### config.mk
export PLATFORM = sky130hd
export DESIGN_NAME = spi_dac_arbiter
export DESIGN_NICKNAME = d
export VERILOG_FILES = /design/src/rtl/diod_pkg.sv /design/src/rtl/arb_timeout_counter.sv /design/src/rtl/spi_dac_arbiter.sv
export SDC_FILE = /design/constraint.sdc
export NUM_CORES = 1
export LEC_CHECK = 0
export BUFFER_PORTS_ARGS = -buffer_cell sky130_fd_sc_hd__buf_2
export CAP_MARGIN = 0
export CORE_ASPECT_RATIO = 0.8
export CORE_MARGIN = 2
export CORE_UTILIZATION = 40
export DETAILED_ROUTE_END_ITERATION = 12
export HOLD_SLACK_MARGIN = 0.12
export MAX_ROUTING_LAYER = met4
export PLACE_DENSITY = 0.7
export RECOVER_POWER = 100
export SYNTH_ARGS = -nofsm -noshare
export SYNTH_HDL_FRONTEND = slang
export SYNTH_HIERARCHICAL = 1
export SYNTH_SLANG_ARGS = --single-unit
export TNS_END_PERCENT = 100
### constraint.sdc
create_clock -name clk -period 3.35 [get_ports clk]
set_input_delay 0.335 -clock clk [delete_from_list [all_inputs] [get_ports clk]]
set_output_delay 0.335 -clock clk [all_outputs]
set_load 0.1 [all_outputs]
### src/rtl/diod_pkg.sv
// Shared definitions for the SPI DAC arbiter: FSM encodings, channel ids, default word width.
package diod_pkg;

  localparam int DATA_W_DEF = 8;

  typedef enum logic [2:0] {
    ST_IDLE      = 3'd0,
    ST_START     = 3'd1,
    ST_WAIT_LOW  = 3'd2,
    ST_WAIT_HIGH = 3'd3,
    ST_DONE      = 3'd4,
    ST_ERR       = 3'd5
  } state_e;

  typedef enum logic {
    CH0 = 1'b0,
    CH1 = 1'b1
  } ch_e;

endpackage

### src/rtl/arb_timeout_counter.sv
// Saturating timeout counter; hit fires in the cycle whose increment reaches limit.
module arb_timeout_counter #(
  parameter int TO_W = 8
) (
  input  logic            clk,
  input  logic            reset,
  input  logic            clr,
  input  logic            en,
  input  logic [TO_W-1:0] limit,
  output logic            hit
);

  logic [TO_W-1:0] cnt_q, cnt_d, cnt_inc;

  always_comb begin
    cnt_inc = (cnt_q == '1) ? cnt_q : cnt_q + TO_W'(1);
    hit     = en && (cnt_inc == limit);
    cnt_d   = cnt_q;
    if (clr)     cnt_d = '0;
    else if (en) cnt_d = cnt_inc;
  end

  always_ff @(posedge clk or posedge reset) begin
    if (reset) cnt_q <= '0;
    else       cnt_q <= cnt_d;
  end

endmodule

### src/rtl/spi_dac_arbiter.sv
// Round-robin arbiter sharing one SPI DAC link between two requesters;
// one frame per grant, completion tracked from spi_ss, timeouts abort with err.
module spi_dac_arbiter
  import diod_pkg::*;
#(
  parameter int DATA_W   = DATA_W_DEF,
  parameter int START_TO = 15,
  parameter int FRAME_TO = 255,
  parameter int TO_W     = 8
) (
  input  logic              clk,
  input  logic              reset,
  input  logic              req0,
  input  logic [DATA_W-1:0] data0,
  output logic              ack0,
  input  logic              req1,
  input  logic [DATA_W-1:0] data1,
  output logic              ack1,
  input  logic              spi_ss,
  output logic              spi_start,
  output logic [DATA_W-1:0] spi_data,
  output logic              busy,
  output logic              err,
  output logic [2:0]        debug_state
);

  state_e            state_q, state_d;
  ch_e               last_q, last_d, gid_q, gid_d;
  logic [DATA_W-1:0] data_q, data_d;
  logic              start_q, start_d, ack0_q, ack0_d, ack1_q, ack1_d;
  logic              err_q, err_d, busy_q, busy_d;
  logic              to_clr, to_en, to_hit;
  logic [TO_W-1:0]   to_limit;

  // Counter only runs while waiting on an ss edge; any other cycle reloads it.
  always_comb begin
    to_en    = (state_q == ST_WAIT_LOW  &&  spi_ss) ||
               (state_q == ST_WAIT_HIGH && !spi_ss);
    to_clr   = !to_en;
    to_limit = (state_q == ST_WAIT_LOW) ? TO_W'(START_TO) : TO_W'(FRAME_TO);
  end

  arb_timeout_counter #(.TO_W(TO_W)) u_to (
    .clk   (clk),
    .reset (reset),
    .clr   (to_clr),
    .en    (to_en),
    .limit (to_limit),
    .hit   (to_hit)
  );

  always_comb begin
    state_d = state_q;
    last_d  = last_q;
    gid_d   = gid_q;
    data_d  = data_q;
    case (state_q)
      ST_IDLE: begin
        if (req0 || req1) begin
          if (req0 && req1) gid_d = (last_q == CH0) ? CH1 : CH0;
          else              gid_d = req1 ? CH1 : CH0;
          data_d  = (gid_d == CH1) ? data1 : data0;
          state_d = ST_START;
        end
      end
      ST_START: state_d = ST_WAIT_LOW;
      ST_WAIT_LOW: begin
        if (!spi_ss)     state_d = ST_WAIT_HIGH;
        else if (to_hit) state_d = ST_ERR;
      end
      ST_WAIT_HIGH: begin
        if (spi_ss)      state_d = ST_DONE;
        else if (to_hit) state_d = ST_ERR;
      end
      // A failed channel also counts as served so the other one goes next.
      ST_DONE, ST_ERR: begin
        last_d  = gid_q;
        state_d = ST_IDLE;
      end
      default: state_d = ST_IDLE;
    endcase

    start_d = (state_d == ST_START);
    ack0_d  = (state_d == ST_DONE) && (gid_d == CH0);
    ack1_d  = (state_d == ST_DONE) && (gid_d == CH1);
    err_d   = (state_d == ST_ERR);
    busy_d  = (state_d != ST_IDLE);
  end

  always_ff @(posedge clk or posedge reset) begin
    if (reset) begin
      state_q <= ST_IDLE;
      last_q  <= CH1;
      gid_q   <= CH0;
      data_q  <= '0;
      start_q <= 1'b0;
      ack0_q  <= 1'b0;
      ack1_q  <= 1'b0;
      err_q   <= 1'b0;
      busy_q  <= 1'b0;
    end else begin
      state_q <= state_d;
      last_q  <= last_d;
      gid_q   <= gid_d;
      data_q  <= data_d;
      start_q <= start_d;
      ack0_q  <= ack0_d;
      ack1_q  <= ack1_d;
      err_q   <= err_d;
      busy_q  <= busy_d;
    end
  end

  assign spi_start   = start_q;
  assign spi_data    = data_q;
  assign ack0        = ack0_q;
  assign ack1        = ack1_q;
  assign err         = err_q;
  assign busy        = busy_q;
  assign debug_state = state_q;

endmodule

After elaboration in Yosys (flattened, before gate mapping). Cells that the tools add are included.

$add $sub $neg: 1. Multipliers: 0. Divide/modulo/power cells: 0. $lt $le $gt $ge: 0. Equality and inequality tests: 10. Shifts and indexed selects: 0. Multiplexer cells: 16. Bitwise logic cells: 1. Reduce and logical (&&, ||, !) cells: 13.

Operators with widths (number): two-way mux 8 bit (4); equality test 3 bit (second input constant) (4); two-way mux 3 bit (4); case mux 3 bit (4 select lines) (1); adder 8 x 1 -> 8 bit (second input constant) (1); equality test 8 bit (1); equality test 8 bit (second input constant) (1); two-way mux 1 bit (7); equality test 3 x 1 -> 1 bit (second input constant) (2); equality test 3 x 2 -> 1 bit (second input constant) (2); logical AND 1 bit (6); logical NOT 3 bit (1); nonzero test 3 bit (1); logical OR 1 bit (2); AND reduction 2 bit (1); OR reduction 2 bit (1); logical NOT 1 bit (1); inverter 1 bit (1).

Register bits: 26. Latch bits: 0. RAM bits: 0. Memory bits (read-only): 0. Input bits: 21. Word-level logic and storage cells: 51. Memories kept: 0.

Logic depth before layout (Yosys ltp).
Word-level depth: 9. Mapped depth: 11. Gate-level depth less buffers: 10.

Hierarchy. The synthesis kept the hierarchy.

By module, submodules not included: spi_dac_arbiter (instances 1, cells each 71, area an instance 839.6 sq um, seq. area each 451.7 sq um); arb_timeout_counter (instances 1, cells each 86, area an instance 725.7 sq um, seq. area each 200.2 sq um).

Least setup slack after synthesis. OpenSTA, ideal clock, no wires.

Path type: register to register. Start: register state_q[1] (netlist: debug_state[1]). End: register state_q[1] (netlist: debug_state[1]). Library setup time: 0.165 ns. Data arrival time: 2.965 ns. Path slack: 0.220 ns. Stages on the path, launching flop included: 12. Buffers on the path: 1. Period minus slack after synthesis: 3.130 ns. Cells stage by stage: dfrtp_1 buf_6 nor2b_1 nand2b_1 xor2_1 a211o_1 o211a_1 a2111o_1 nor4_1 a21oi_1 o22ai_1 nor2_1.

Longest elaborated chain between the ends: 7.

Ends and longest elaborated chain: from (decl) (RTL line spi_dac_arbiter.sv:27) `state_e state_q, state_d;`; from (signal assigned) (RTL line spi_dac_arbiter.sv:102) `state_q <= state_d;`; equality test 3 x 2 -> 1 bit (*) (RTL line spi_dac_arbiter.sv:40) `to_limit = (state_q == ST_WAIT_LOW) ? TO_W'(START_TO) : TO_W'(FRAME_TO);`; two-way mux 8 bit (*) (RTL line spi_dac_arbiter.sv:40); net to_limit[4] (RTL line spi_dac_arbiter.sv:33) `logic [TO_W-1:0] to_limit;`; equality test 8 bit (*) (RTL line arb_timeout_counter.sv:17) `hit = en && (cnt_inc == limit);`; logical AND 1 bit (*) (RTL line arb_timeout_counter.sv:17); net to_hit (RTL line spi_dac_arbiter.sv:32) `logic to_clr, to_en, to_hit;`; two-way mux 3 bit (*) (RTL line spi_dac_arbiter.sv:69, spi_dac_arbiter.sv:73); two-way mux 3 bit, on equally long branches (RTL line spi_dac_arbiter.sv:72, spi_dac_arbiter.sv:68); case mux 3 bit (4 select lines) (*) (RTL line spi_dac_arbiter.sv:57) `case (state_q)`; net state_d[1] (RTL line spi_dac_arbiter.sv:27).

The timed path passes the listed nets; every way through them passes the cells marked *. A chain may end at the register's enable or synchronous reset.

Worst setup path after layout.
Start: register u_to.cnt_q[0]. End: register state_q[0] (netlist: debug_state[0]).

Longest elaborated chain between the ends: 7.

Ends and longest elaborated chain: from (decl) (RTL line arb_timeout_counter.sv:13) `logic [TO_W-1:0] cnt_q, cnt_d, cnt_inc;`; from (signal assigned) (RTL line arb_timeout_counter.sv:25) `else cnt_q <= cnt_d;`; adder 8 x 1 -> 8 bit / equality test 8 bit (equally long branches) (RTL line arb_timeout_counter.sv:16) `cnt_inc = (cnt_q == '1) ? cnt_q : cnt_q + TO_W'(1);`; two-way mux 8 bit (*) (RTL line arb_timeout_counter.sv:16); equality test 8 bit (*) (RTL line arb_timeout_counter.sv:17); logical AND 1 bit (*) (RTL line arb_timeout_counter.sv:17); net to_hit (RTL line spi_dac_arbiter.sv:32); two-way mux 3 bit (*) (RTL line spi_dac_arbiter.sv:69, spi_dac_arbiter.sv:73); two-way mux 3 bit, on equally long branches (RTL line spi_dac_arbiter.sv:72, spi_dac_arbiter.sv:68); case mux 3 bit (4 select lines) (*) (RTL line spi_dac_arbiter.sv:57); net state_d[0] (RTL line spi_dac_arbiter.sv:27).

Marked as above.

==> run_results.csv <==
group,metric,value,unit
run_status,status,"complete, no violations",
synth,synthTopCellsByArea,"dfrtp_1 40%, o221a_2 5.8%, xnor2_1 4.5%, buf_6 4.3%, nand3b_1 3.8%",
floorplanning,core-area,3780,um^2
power_and_ir_drop,pwr-share-clk,10.9,%
synth,avgSynthCellArea,9.97,um^2
synth,synth_top_area_share,40.0,%
place,gp_congestion,0.846,
sta,grt_setup_unrepaired,"false",
floorplanning,die_h,60.0,um
critical_path,startpoint_type,"register",
sta,finalSetupViolCount,0,
cts,root_buffer,"clkbuf_8",
power_and_ir_drop,leakage,0.697,nW
sta,tightestPinTransition,1.37,ns
grt,grt_pass1_wl,5260,um
sta,worst_slack,0.572,ns
place,place_inst,240,
cells_and_area,drive_above_1_share,17.9,%
floorplanning,die_w,73.9,um
power_and_ir_drop,p_per_area,961,nW/um^2
sta,skew,0.00873,ns
job,cap_violations,0,
critical_path,arrival,2.99,ns
drt,via_count,1270,
cells_and_area,nFillCells,390,
power_and_ir_drop,pwr-share-comb,60.1,%
floorplanning,io-pin-count,37,
power_and_ir_drop,power,1.68,mW
synth,synth_edf_count,0,
power_and_ir_drop,p_seq_share,29.0,%
drt,drtPass1Iterations,4,
power_and_ir_drop,power.internal,702,uW
cells_and_area,n_antenna_cell,0,
place,dp_slack,0.673,ns
sta,slew_headroom,7.15,%
grt,antenna_found_initial,0,
sta,finalSetupTns,0,ns
drt,drtAntennaViolNets,0,
grt,grt.total_usage,16.0,%
cts,cts_buffer_depth,2,
floorplanning,dieArea,4430,um^2
synth,ys_types,48,
sta,slew_viol_final,0,
place,port_buffers,36,
critical_path,cp.required,3.56,ns
drt,vias_per_cell,5.18,
cells_and_area,nets,213,
critical_path,cp-end-kind,"register",
grt,grt_max_degree,19,
drt,wirelength,3180,um
power_and_ir_drop,ir_drop,664,uV
sta,period_share,82.9,%
sta,hold_viol,0,
synth,yosysWarnings,6,
hold_path,hold_class,"in -> reg",
cells_and_area,fin_cells,245,
place,dp_hpwl,2380,um
cells_and_area,layout.cells.most_common,"dfrtp_1",
grt,grtUsageMet2,22.1,%
cells_and_area,areaGrowthSynthToFinish,11.4,%
sta,finalHoldWorstSlack,0.321,ns
synth,synth_area,1570,um^2
grt,grt.met3_usage,3.37,%
cells_and_area,final_cell_mix,"25 x dfrtp_1, 19 x clkbuf_1, 19 x buf_2",
synth,synth_seq_area_share,41.6,%
grt,grt_use_met1,23.4,%
drt,drc_errors,0,
synth,synth_seq_cells,26,
floorplanning,rows,20,
synth,yosys_most_used_dff,"dfrtp_1",
synth,yosysTopAreaCell,"dfrtp_1",
synth,async_flop_share,100,%
cts,insertion_delay,0.27,ns
sta,fin_crit,2.78,ns
critical_path,worstPathMaxFanout,8,
drt,wire_per_inst,13.0,um
cts,cts_tree,"yes",
floorplanning,start_util,41.4,%
cts,cts_made_buffers,3,
critical_path,crit_type,"reg -> reg",
grt,grt-busiest-layer,"met1",
cts,cts_num_sinks,26,
cts,clk_pin_slew_worst_paths,0.09,ns
power_and_ir_drop,power_switching,975,uW
sta,timing.fmax,360,MHz
drt,first_iter_violations,56,
power_and_ir_drop,switching_share,58.1,%
cts,h-tree-depth,1,
grt,grt_pass1_vias,1079,
synth,netlist_instances,157,
grt,grt_overflow_total,0,
## final cells by class
cell class	instances	area (um^2)	area share [%]
clock buffer	4	45.0	2.58
timing repair buffer	38	173	9.90
inverter	8	30.0	1.72
sequential	26	652	37.4
tap	55	68.8	3.95
multi-input combinational	114	776	44.5
## synth_stat cells (2+ instances only)
cell / number
xor2_1: 6
nor2b_1: 2
buf_6: 6
o21ai_0: 4
dfrtp_1: 25
nor2_1: 10
nand2b_1: 4
nor3_1: 8
nand3b_1: 8
buf_1: 2
inv_1: 7
buf_2: 2
nand4_1: 5
nor4_1: 3
o21ai_1: 2
mux2i_1: 2
xnor2_1: 8
o221a_2: 8
a21oi_1: 4
a31oi_1: 2
nand3_1: 6
nand2_1: 6
nor3b_1: 2
## logic make-up (layout without fill, tap and decap cells)
group                    count (synthesis)  in the layout  synth area share, %
AO/OA/AOI/OAI                           33             33                 16.9
XOR/XNOR                                14             14                 7.83
adder cells (fa/ha/maj)                  1              1                0.799
buffers and inverters                   20             50                 8.07
flip-flops                              26             26                 41.6
multiplexers                             2              2                 1.28
other                                    1              4                0.240
AND/OR/NAND/NOR                         60             60                 23.3
## per-layer routing
layer	up-vias	wire, um
met5	-	0
met1	608	1680
met4	0	32
met3	4	119
li1	638	-
met2	20	1350
## worst paths after layout
kind                               start        endpoint  slack (ns)  cells after the start
max                        u_to/cnt_q[0]  debug_state[0]        0.57                      9
min                             data1[0]     spi_data[0]        0.32                      2
max reg2reg                u_to/cnt_q[0]  debug_state[0]        0.57                      9
min reg2reg                        gid_q            ack0        0.44                      1
max in group asynchronous          reset  debug_state[2]        2.20                      3
min in group asynchronous          reset   u_to/cnt_q[7]        0.55                      3
## stage by stage
step                cell area [um^2]  utilization [%]
detailed placement              1740             46.0
global route                    1740             46.2
floorplan                       1580                -
CTS                             1790             47.4
finish                          1740             46.2
global placement                1740             46.0
## state kept, by name, summed over array words and instances, names as in the netlist
register,count
ack0,1
ack1,1
busy,1
debug_state,3
err,1
gid_q,1
last_q,1
spi_data,8
spi_start,1
u_to/cnt_q,8
## worst max-delay path, stage by stage (launching register included)
cell and delay, ns:
dfrtp_1 0.48, ha_1 0.38, and4_1 0.39, o211ai_1 0.13, o211a_1 0.22, a2111o_1 0.33, nor4_1 0.38, inv_1 0.10
o21ai_0 0.17, a21o_1 0.13
## power by group through the flow
| stage | combinational (mW) | sequential [mW] | clock, mW |
|---|---|---|---|
| final | 1.01 | 0.486 | 0.183 |
| after detailed placement | 1.04 | 0.499 | 0 |
| after floorplan | 0.393 | 1.01 | 0 |
| after global routing | 1.07 | 0.500 | 0.202 |
| after global placement | 1.04 | 0.499 | 0 |
| after CTS | 1.05 | 0.493 | 0.189 |
## what timing repair did
| action | CTS | global route |
|---|---|---|
| hold endpoints to repair | 8 | 0 |
| setup buffers | 0 | 0 |
| hold buffers | 1 | 0 |
| gates resized for setup | 0 | 0 |
Power figures use the tool's default switching activity.
